<file path="src/rtl/sr_latch_bank_arbiter.sv">
// ============================================================================
// Module      : sr_latch_bank_arbiter
// Description : Round-robin arbiter sharing one gated SR latch between
//               N_REQ requesters. Drives a setup / gate / hold sequence.
// Revision    : 1.0 - initial release
// ============================================================================
`default_nettype none

module sr_latch_bank_arbiter #(
  parameter int N_REQ    = 4,
  parameter int GATE_CYC = 2
) (
  input  logic             clk,
  input  logic             rst_n,
  input  logic [N_REQ-1:0] req,
  input  logic [N_REQ-1:0] req_s,
  input  logic [N_REQ-1:0] req_r,
  output logic [N_REQ-1:0] gnt,
  output logic             done,
  output logic             err,
  output logic             lat_s,
  output logic             lat_r,
  output logic             lat_g,
  output logic             busy
);

  localparam int PW = (N_REQ > 1) ? $clog2(N_REQ) : 1;
  localparam int CW = (GATE_CYC > 1) ? $clog2(GATE_CYC) : 1;
  localparam logic [PW-1:0]    C_LAST    = PW'(N_REQ - 1);
  localparam logic [CW-1:0]    C_GATE_LD = CW'(GATE_CYC - 1);
  localparam logic [N_REQ-1:0] C_ONE     = {{(N_REQ-1){1'b0}}, 1'b1};

  typedef enum logic [2:0] {
    S_IDLE   = 3'd0,
    S_SETUP  = 3'd1,
    S_GATE   = 3'd2,
    S_HOLD   = 3'd3,
    S_REJECT = 3'd4
  } state_t;

  state_t           r_state;
  state_t           w_state_nxt;
  logic [PW-1:0]    r_ptr;
  logic [PW-1:0]    w_ptr_nxt;
  logic [CW-1:0]    r_cnt;
  logic [CW-1:0]    w_cnt_nxt;
  logic [N_REQ-1:0] w_gnt_nxt;
  logic             w_s_nxt;
  logic             w_r_nxt;

  logic             w_found;
  logic [PW-1:0]    w_win;
  logic [PW:0]      w_sum;

  // Scan requesters starting at the pointer, wrapping past the last index.
  always_comb begin
    w_found = 1'b0;
    w_win   = '0;
    w_sum   = '0;
    for (int i = 0; i < N_REQ; i++) begin
      w_sum = {1'b0, r_ptr} + (PW+1)'(i);
      if (w_sum >= (PW+1)'(N_REQ)) begin
        w_sum = w_sum - (PW+1)'(N_REQ);
      end
      if (!w_found && req[w_sum[PW-1:0]]) begin
        w_found = 1'b1;
        w_win   = w_sum[PW-1:0];
      end
    end
  end

  always_comb begin
    w_state_nxt = r_state;
    w_ptr_nxt   = r_ptr;
    w_cnt_nxt   = r_cnt;
    w_gnt_nxt   = gnt;
    w_s_nxt     = lat_s;
    w_r_nxt     = lat_r;
    case (r_state)
      S_IDLE: begin
        if (w_found) begin
          w_gnt_nxt = C_ONE << w_win;
          w_ptr_nxt = (w_win == C_LAST) ? '0 : w_win + 1'b1;
          // S=R=1 is never loaded onto the latch pins.
          if (req_s[w_win] && req_r[w_win]) begin
            w_state_nxt = S_REJECT;
          end else begin
            w_s_nxt     = req_s[w_win];
            w_r_nxt     = req_r[w_win];
            w_state_nxt = S_SETUP;
          end
        end
      end
      S_SETUP: begin
        w_cnt_nxt   = C_GATE_LD;
        w_state_nxt = S_GATE;
      end
      S_GATE: begin
        if (r_cnt == '0) begin
          w_state_nxt = S_HOLD;
        end else begin
          w_cnt_nxt = r_cnt - 1'b1;
        end
      end
      S_HOLD: begin
        w_gnt_nxt   = '0;
        w_s_nxt     = 1'b0;
        w_r_nxt     = 1'b0;
        w_state_nxt = S_IDLE;
      end
      S_REJECT: begin
        w_gnt_nxt   = '0;
        w_state_nxt = S_IDLE;
      end
      default: begin
        w_gnt_nxt   = '0;
        w_s_nxt     = 1'b0;
        w_r_nxt     = 1'b0;
        w_state_nxt = S_IDLE;
      end
    endcase
  end

  // Outputs are decoded from the next state so every pin comes from a flop.
  always_ff @(posedge clk or negedge rst_n) begin
    if (!rst_n) begin
      r_state <= S_IDLE;
      r_ptr   <= '0;
      r_cnt   <= '0;
      gnt     <= '0;
      lat_s   <= 1'b0;
      lat_r   <= 1'b0;
      lat_g   <= 1'b0;
      done    <= 1'b0;
      err     <= 1'b0;
      busy    <= 1'b0;
    end else begin
      r_state <= w_state_nxt;
      r_ptr   <= w_ptr_nxt;
      r_cnt   <= w_cnt_nxt;
      gnt     <= w_gnt_nxt;
      lat_s   <= w_s_nxt;
      lat_r   <= w_r_nxt;
      lat_g   <= (w_state_nxt == S_GATE);
      done    <= (w_state_nxt == S_HOLD) || (w_state_nxt == S_REJECT);
      err     <= (w_state_nxt == S_REJECT);
      busy    <= (w_state_nxt != S_IDLE);
    end
  end

endmodule

`default_nettype wire

</file>
<file path="config.mk">
export PLATFORM = sky130hd
export DESIGN_NAME = sr_latch_bank_arbiter
export DESIGN_NICKNAME = d
export VERILOG_FILES = /design/src/rtl/sr_latch_bank_arbiter.sv
export SDC_FILE = /design/constraint.sdc
export NUM_CORES = 1
export LEC_CHECK = 0
export ABC_AREA = 1
export BUFFER_PORTS_ARGS = -buffer_cell sky130_fd_sc_hd__buf_2
export CORE_MARGIN = 3
export CORE_UTILIZATION = 32
export DETAILED_ROUTE_END_ITERATION = 12
export HOLD_SLACK_MARGIN = 0.05
export PLACE_DENSITY = 0.55
export SLEW_MARGIN = 40
export SYNTH_ARGS = -nofsm -noshare
export SYNTH_HDL_FRONTEND = slang
export SYNTH_SLANG_ARGS = --single-unit
</file>
<file path="constraint.sdc">
create_clock -name clk -period 2.35 [get_ports clk]
set_clock_uncertainty 0.2 [all_clocks]
set_input_delay 0.3525 -clock clk [delete_from_list [all_inputs] [get_ports clk]]
set_output_delay 0.3525 -clock clk [all_outputs]
set_load 0.03 [all_outputs]
</file>
==> results.md, run 1 <==
* Hold Crit Class: reg -> reg
* Met3 Resource Use GR at between 1 and 1.5%
* Required @ worst endpoint at 2.28 ns
* Hold Vio Cnt, Final at 0
* Clk buf depth at 2
* Layout area overhead at 34.7%
* Initial DRT Pass Iterations at 4
* R2R Path Start: r_ptr[0]$_DFFE_PN0P_
* CP Capture Type: flop
* Yosys reg bits at 16
* Period Utilization, post-route at about 97%
* Site Rows at 22
* Die ar. at 0.00480 mm²
* Commonest non-fill, non-tap cell in the layout: nand2_1
* Clock slew at reported path FFs at 0.06 ns
* Via count at 1,203
* Layout cells sized above 1 at 42.5%
* Crit-path max cell delay at 0.44 ns
* Number of I/O port buffers at 23
* Fill count at 380
* Syn Std Cell Area at around 0.0013 mm²
* FF+latch area at 403 µm²
* Sequential fraction of the synthesis area at 31.2%
* Met2 Track Usage GR at 16.1%
* Slew margin rel. at about 76%
* HP Start: lat_s$_DFFE_PN0P_
* Antenna viol nets, final at 0
* N_diodes at 0
* Latest clock arrival within the worst-skew pair at 0.25 ns
* Largest net degree at the start of global routing at 17
* CP Launch Type: flop
* Worst slew pin tran at 0.353 ns
* Synth warn at 0
* TNS Setup at 0 ns
* CTS Sinks at 16
* Post-DP HPWL at ~2.1 mm
* Height of the die at between 60 and 70 µm
* Grt peak-use layer: met2
* Final Max Slew Viols at 0
* Core box area at 0.00377 mm²
* Mapped Nets at 196
* Drt wl/cell at 10.2 µm
* Vias per Instance at 4.51
* Crit path cell chain: buf_6 -> nand2_4 -> nand2_4 -> nand2_4 -> nand2_4 -> nor2_4 -> nand2_4 -> nor2_4 -> nor2_2 -> nor2_4 -> nand3_2 -> nand2_4 -> nand2_4 -> a21oi_4 -> nand3b_1
* Fmax at 439 MHz
* Crit. Startpoint: r_ptr[0]$_DFFE_PN0P_
* Final #Nets at 238
* GR Overflow Total at 0
* Status: complete, no violations
* Die width at between 60 and 70 µm
* H-tree levels at 1
* CP arrival at 2.21 ns
* Root buf cell: clkbuf_8
* CTS Buf Count at 3
* GR Util met1 at 15.5%
* Final WL at 2.73 mm
* Vias in the first global route at 1,010
* # setup viols final at 0
* First-pass GRT wire length at 4.32 mm
* TritonCTS clock tree: built
* Io pins at 24
* Most used cell, CP: nand2_4
* Commonest non-fill, non-tap cells in the layout: nand2_1, inv_1, buf_2
* Synth unique cells at 23
* RSZ-0062 raised after global routing: true
* Area of the multi-input gates at 850 µm²
* Drt first-iter violations at 44
* Period minus WS final at 2.28 ns
* Max-cap violation count at 0
* CP max FO at 4
* Gate Count Post-Synth at 178
* Final instance area at 0.00173 mm²
* Post-DP Area at 0.00147 mm²
* GRT Overall Usage at a little over a tenth
* Initial core utilization at around a third
* Slowest-stage cell, CP: dfrtp_2
* Initial antenna violation count at 0
* GP Congestion at 0.833
* Remaining DRCs at 0
* Crit path kind: reg -> reg
* Syn_area_per_cell at just over 7 µm²
## layer usage
layer / share of wire [%] / routed length, µm / vias up
met5: 0 / 0 / -
met4: 1.9 / 51 / 0
met3: 3.5 / 95 / 7
met2: 45 / 1220 / 22
met1: 50 / 1360 / 545
li1: - / - / 629
## cells by family (layout without fill, tap and decap cells)
group,Yosys count,count (layout),share of synthesized area (%)
flip-flops,16,16,31.2
AO/OA/AOI/OAI,11,11,5.56
AND/OR/NAND/NOR,115,115,49.4
buffers and inverters,32,73,9.95
adder cells (fa/ha/maj),4,4,3.90
## layout make-up
| cell class | instances | share of cell area [%] |
|---|---|---|
| clock buffers | 4 | 3.19 |
| inverters | 31 | 6.88 |
| multi-input cells | 130 | 49.2 |
| flip-flops and latches | 16 | 23.3 |
| well taps | 48 | 3.48 |
| repair buffers | 38 | 14.0 |
## through the flow
step / worst slack [ns] / std cells / utilization (%) / hold WS (ns)
floorplan: 0.314 / 178 / - / -0.143
detailed placement: 0.121 / 251 / 39.0 / 0.0810
CTS: 0.0964 / 256 / 40.7 / 0.276
global placement: 0.0912 / 251 / 39.0 / 0.0825
finish: 0.0726 / 267 / 45.8 / 0.270
global route: -0.0708 / 267 / 45.8 / 0.312
## path summary, 6_finish.rpt
| kind | cells past startpoint | slack (ns) | to |
|---|---|---|---|
| max | 15 | 0.07 | busy$_DFF_PN0_ |
| min | 2 | 0.27 | lat_s$_DFFE_PN0P_ |
| max reg2reg | 15 | 0.07 | busy$_DFF_PN0_ |
| min reg2reg | 2 | 0.27 | lat_s$_DFFE_PN0P_ |
| max in group asynchronous | 2 | 1.33 | r_ptr[0]$_DFFE_PN0P_ |
| min in group asynchronous | 2 | 0.34 | r_cnt$_DFFE_PN0P_ |
## repair_timing
| action | in CTS | in global routing |
|---|---|---|
| resized for setup | 0 | 29 |
| hold endpoints to repair | 16 | 0 |
| endpoints found under the setup margin | 0 | 5 |
| setup buffers | 0 | 11 |
| hold buffers | 1 | 0 |
## cell usage after synthesis, drive strengths merged
master | instances | share of area (%)
dfrtp | 16 | 31
a21oi | 2 | 1.7
o21ai | 8 | 3.4
nor2 | 12 | 5.9
nand2 | 77 | 28
buf | 1 | 0.88
nand4 | 2 | 0.98
ha | 4 | 3.9
nand3 | 21 | 13
o22ai | 1 | 0.49
inv | 31 | 9.1
nand3b | 1 | 0.59
nor3 | 1 | 0.39
and3 | 1 | 0.49
## critical path: cells and delay by family, from the launching register on
kind	cells	cell delay, ns
flip-flops	1	0.44
AO/OA/AOI/OAI	1	0.16
AND/OR/NAND/NOR	13	1.22
buffers and inverters	1	0.15
## sequential cells by signal, summed over array words and instances, names as in the netlist
signal / flops
gnt: 4
r_state: 3
r_cnt: 1
r_ptr: 2
lat_s: 1
err: 1
lat_r: 1
done: 1
busy: 1
lat_g: 1
Power of run 1 is not shown: default switching activity piles up to over one toggle a cycle in this logic, so the estimate is an artifact.
==> run 2: changes to the inputs <==
CTS_BUF_LIST = sky130_fd_sc_hd__clkbuf_4   (was default)
RECOVER_POWER = 25   (was default)
==> results.md, run 2 (synthesis gave the netlist of run 1 again) <==
* GR Overflow Total at 0 (unchanged)
* PnR worst setup slack at 0.0781 ns (+0.00554 ns)
* Hold path depth at 2 (unchanged)
* GP Congestion at 0.833 (unchanged)
* Antenna viol nets, final at 0 (unchanged)
* Area of the multi-input gates at 850 µm² (unchanged)
* Period minus WS final at 2.27 ns (-0.00554 ns)
* Period Utilization, post-route at 96.7% (-0.24 points)
* Commonest non-fill, non-tap cells in the layout: nand2_1, inv_1, buf_2
* Final WL at 2.75 mm (+0.88%)
* TritonCTS clock tree: built
* Io pins at 24 (unchanged)
* Remaining DRCs at 0 (unchanged)
* Top reg by flops: gnt
* Pre-CTS setup slack at 0.121 ns (unchanged)
* Layout cells sized above 1 at 41.6% (-0.91 points)
* Fill count at 389 (+2.4%)
* Registers with the most flip-flops: gnt x4, r_state x3, r_ptr x2
* CP max FO at 4 (unchanged)
* Crit path kind: reg -> reg
* Fmax at 440 MHz (+0.24%)
* Hold Vio Cnt, Final at 0 (unchanged)
* CP Capture Type: flop
* CTS Sinks at 16 (unchanged)
* FF+latch area at 403 µm² (unchanged)
* Clk buf depth at 2 (unchanged)
* Die ar. at 0.00480 mm² (unchanged)
* RSZ-0062 raised after global routing: true
* TNS Setup at 0 ns (unchanged)
* First-pass GRT wire length at 4.31 mm (-0.16%)
* Drt wl/cell at 10.3 µm (+0.88%)
* Die width at 69.3 µm (unchanged)
* Site Rows at 22 (unchanged)
* GRT Overall Usage at 10.6% (-0.091 points)
* HP Start: lat_s$_DFFE_PN0P_
* Post-DP HPWL at 2.09 mm (unchanged)
* Via count at 1,207 (+0.33%)
* N_diodes at 0 (unchanged)
* Clock slew at reported path FFs at 0.10 ns (+0.04 ns)
* # setup viols final at 0 (unchanged)
* Core box area at 0.00377 mm² (unchanged)
* Max-cap violation count at 0 (unchanged)
* FF-to-FF End: busy$_DFF_PN0_
* H-tree levels at 1 (unchanged)
* Largest net degree at the start of global routing at 17 (unchanged)
* Layout area overhead at 32.4%
* CP Launch Type: flop
* Required @ worst endpoint at 2.33 ns (+0.05 ns)
* R2r setup slk at 0.08 ns (about the same)
* Post-Place Cells at 251 (unchanged)
* Worst reg2reg path depth at 15 (unchanged)
* Initial core utilization at 34.0% (unchanged)
* Latest clock arrival within the worst-skew pair at 0.29 ns (+0.04 ns)
* Non-Filler Instances at 267 (unchanged)
* CP arrival at 2.25 ns (+0.04 ns)
* Final Max Slew Viols at 0 (unchanged)
* Initial DRT Pass Iterations at 4 (unchanged)
* Drt first-iter violations at 40 (-9.1%)
* Hold Crit Endpoint: lat_s$_DFFE_PN0P_
* Worst slew pin tran at 0.828 ns (+0.475 ns)
* CTS Buf Count at 3 (unchanged)
* Height of the die at 69.3 µm (unchanged)
* R2R Path Start: r_ptr[0]$_DFFE_PN0P_
* Status: complete, no violations
* Layout Utilization at 45.0% (-0.80 points)
* Vias per Instance at 4.52 (+0.33%)
* Commonest non-fill, non-tap cell in the layout: nand2_1
* Vias in the first global route at 1,012 (+0.20%)
* Final #Nets at 238 (unchanged)
* Number of I/O port buffers at 23 (unchanged)
* Hold Crit Class: reg -> reg
* Max FFs per register at 4 (unchanged)
* Root buf cell: clkbuf_4
* Slew margin rel. at 44.8% (-32 points)
* Initial antenna violation count at 0 (unchanged)
run 2: worst max-delay path: stages, from the launching register on:
cell and delay [ns]:
dfrtp_2 0.45, buf_6 0.15, nand2_4 0.07, nand2_4 0.06
nand2_4 0.08, nand2_4 0.05, nor2_4 0.19, nand2_4 0.09
nor2_4 0.12, nor2_2 0.05, nor2_4 0.15, nand3_2 0.11
nand2_4 0.09, nand2_4 0.06, a21oi_4 0.16, nand3b_1 0.08
run 2: cell type report:
cell class	instances	share of cell area [%]
multi-input cells	130	50.0
flip-flops and latches	16	23.7
repair buffers	38	14.1
inverters	31	7.00
well taps	48	3.54
clock buffers	3	1.33
clock inverters	1	0.221
run 2: stage by stage:
step / area [µm²] / hold slack, ns
final: 1700 / 0.277
after global placement: 1470 / 0.0825
after CTS: 1510 / 0.284
after detailed placement: 1470 / 0.0810
after global routing: 1700 / 0.321
after floorplan: 1280 / -0.143
run 2: how the worst max path moves through the flow:
stage | startpoint | end | slack (ns) | cells after the start
floorplan | r_ptr[0]$_DFFE_PN0P_ | busy$_DFF_PN0_ | 0.31 | 14
global placement | r_ptr[1]$_DFFE_PN0P_ | lat_s$_DFFE_PN0P_ | 0.09 | 15
global route | r_ptr[0]$_DFFE_PN0P_ | busy$_DFF_PN0_ | -0.07 | 15
detailed placement | r_ptr[0]$_DFFE_PN0P_ | lat_r$_DFFE_PN0P_ | 0.12 | 15
CTS | r_ptr[0]$_DFFE_PN0P_ | lat_r$_DFFE_PN0P_ | 0.1 | 15
finish | r_ptr[0]$_DFFE_PN0P_ | busy$_DFF_PN0_ | 0.08 | 15
run 2: timing repair:
action / in CTS / in global routing
resized for setup: 0 / 29
setup endpoints to repair: 0 / 5
hold buffers: 1 / 0
endpoints found under the hold margin: 16 / 0
buffers inserted: 0 / 11
run 2: per-layer routing:
metal  global-route usage (%)  share of wire (%)  wire length, µm
met5                        0                  0                0
met4                     3.90                1.7               48
met3                     1.01                4.1              114
met2                     16.1                 45             1230
met1                     15.5                 49             1350
Power of run 2 is left out for the same reason.
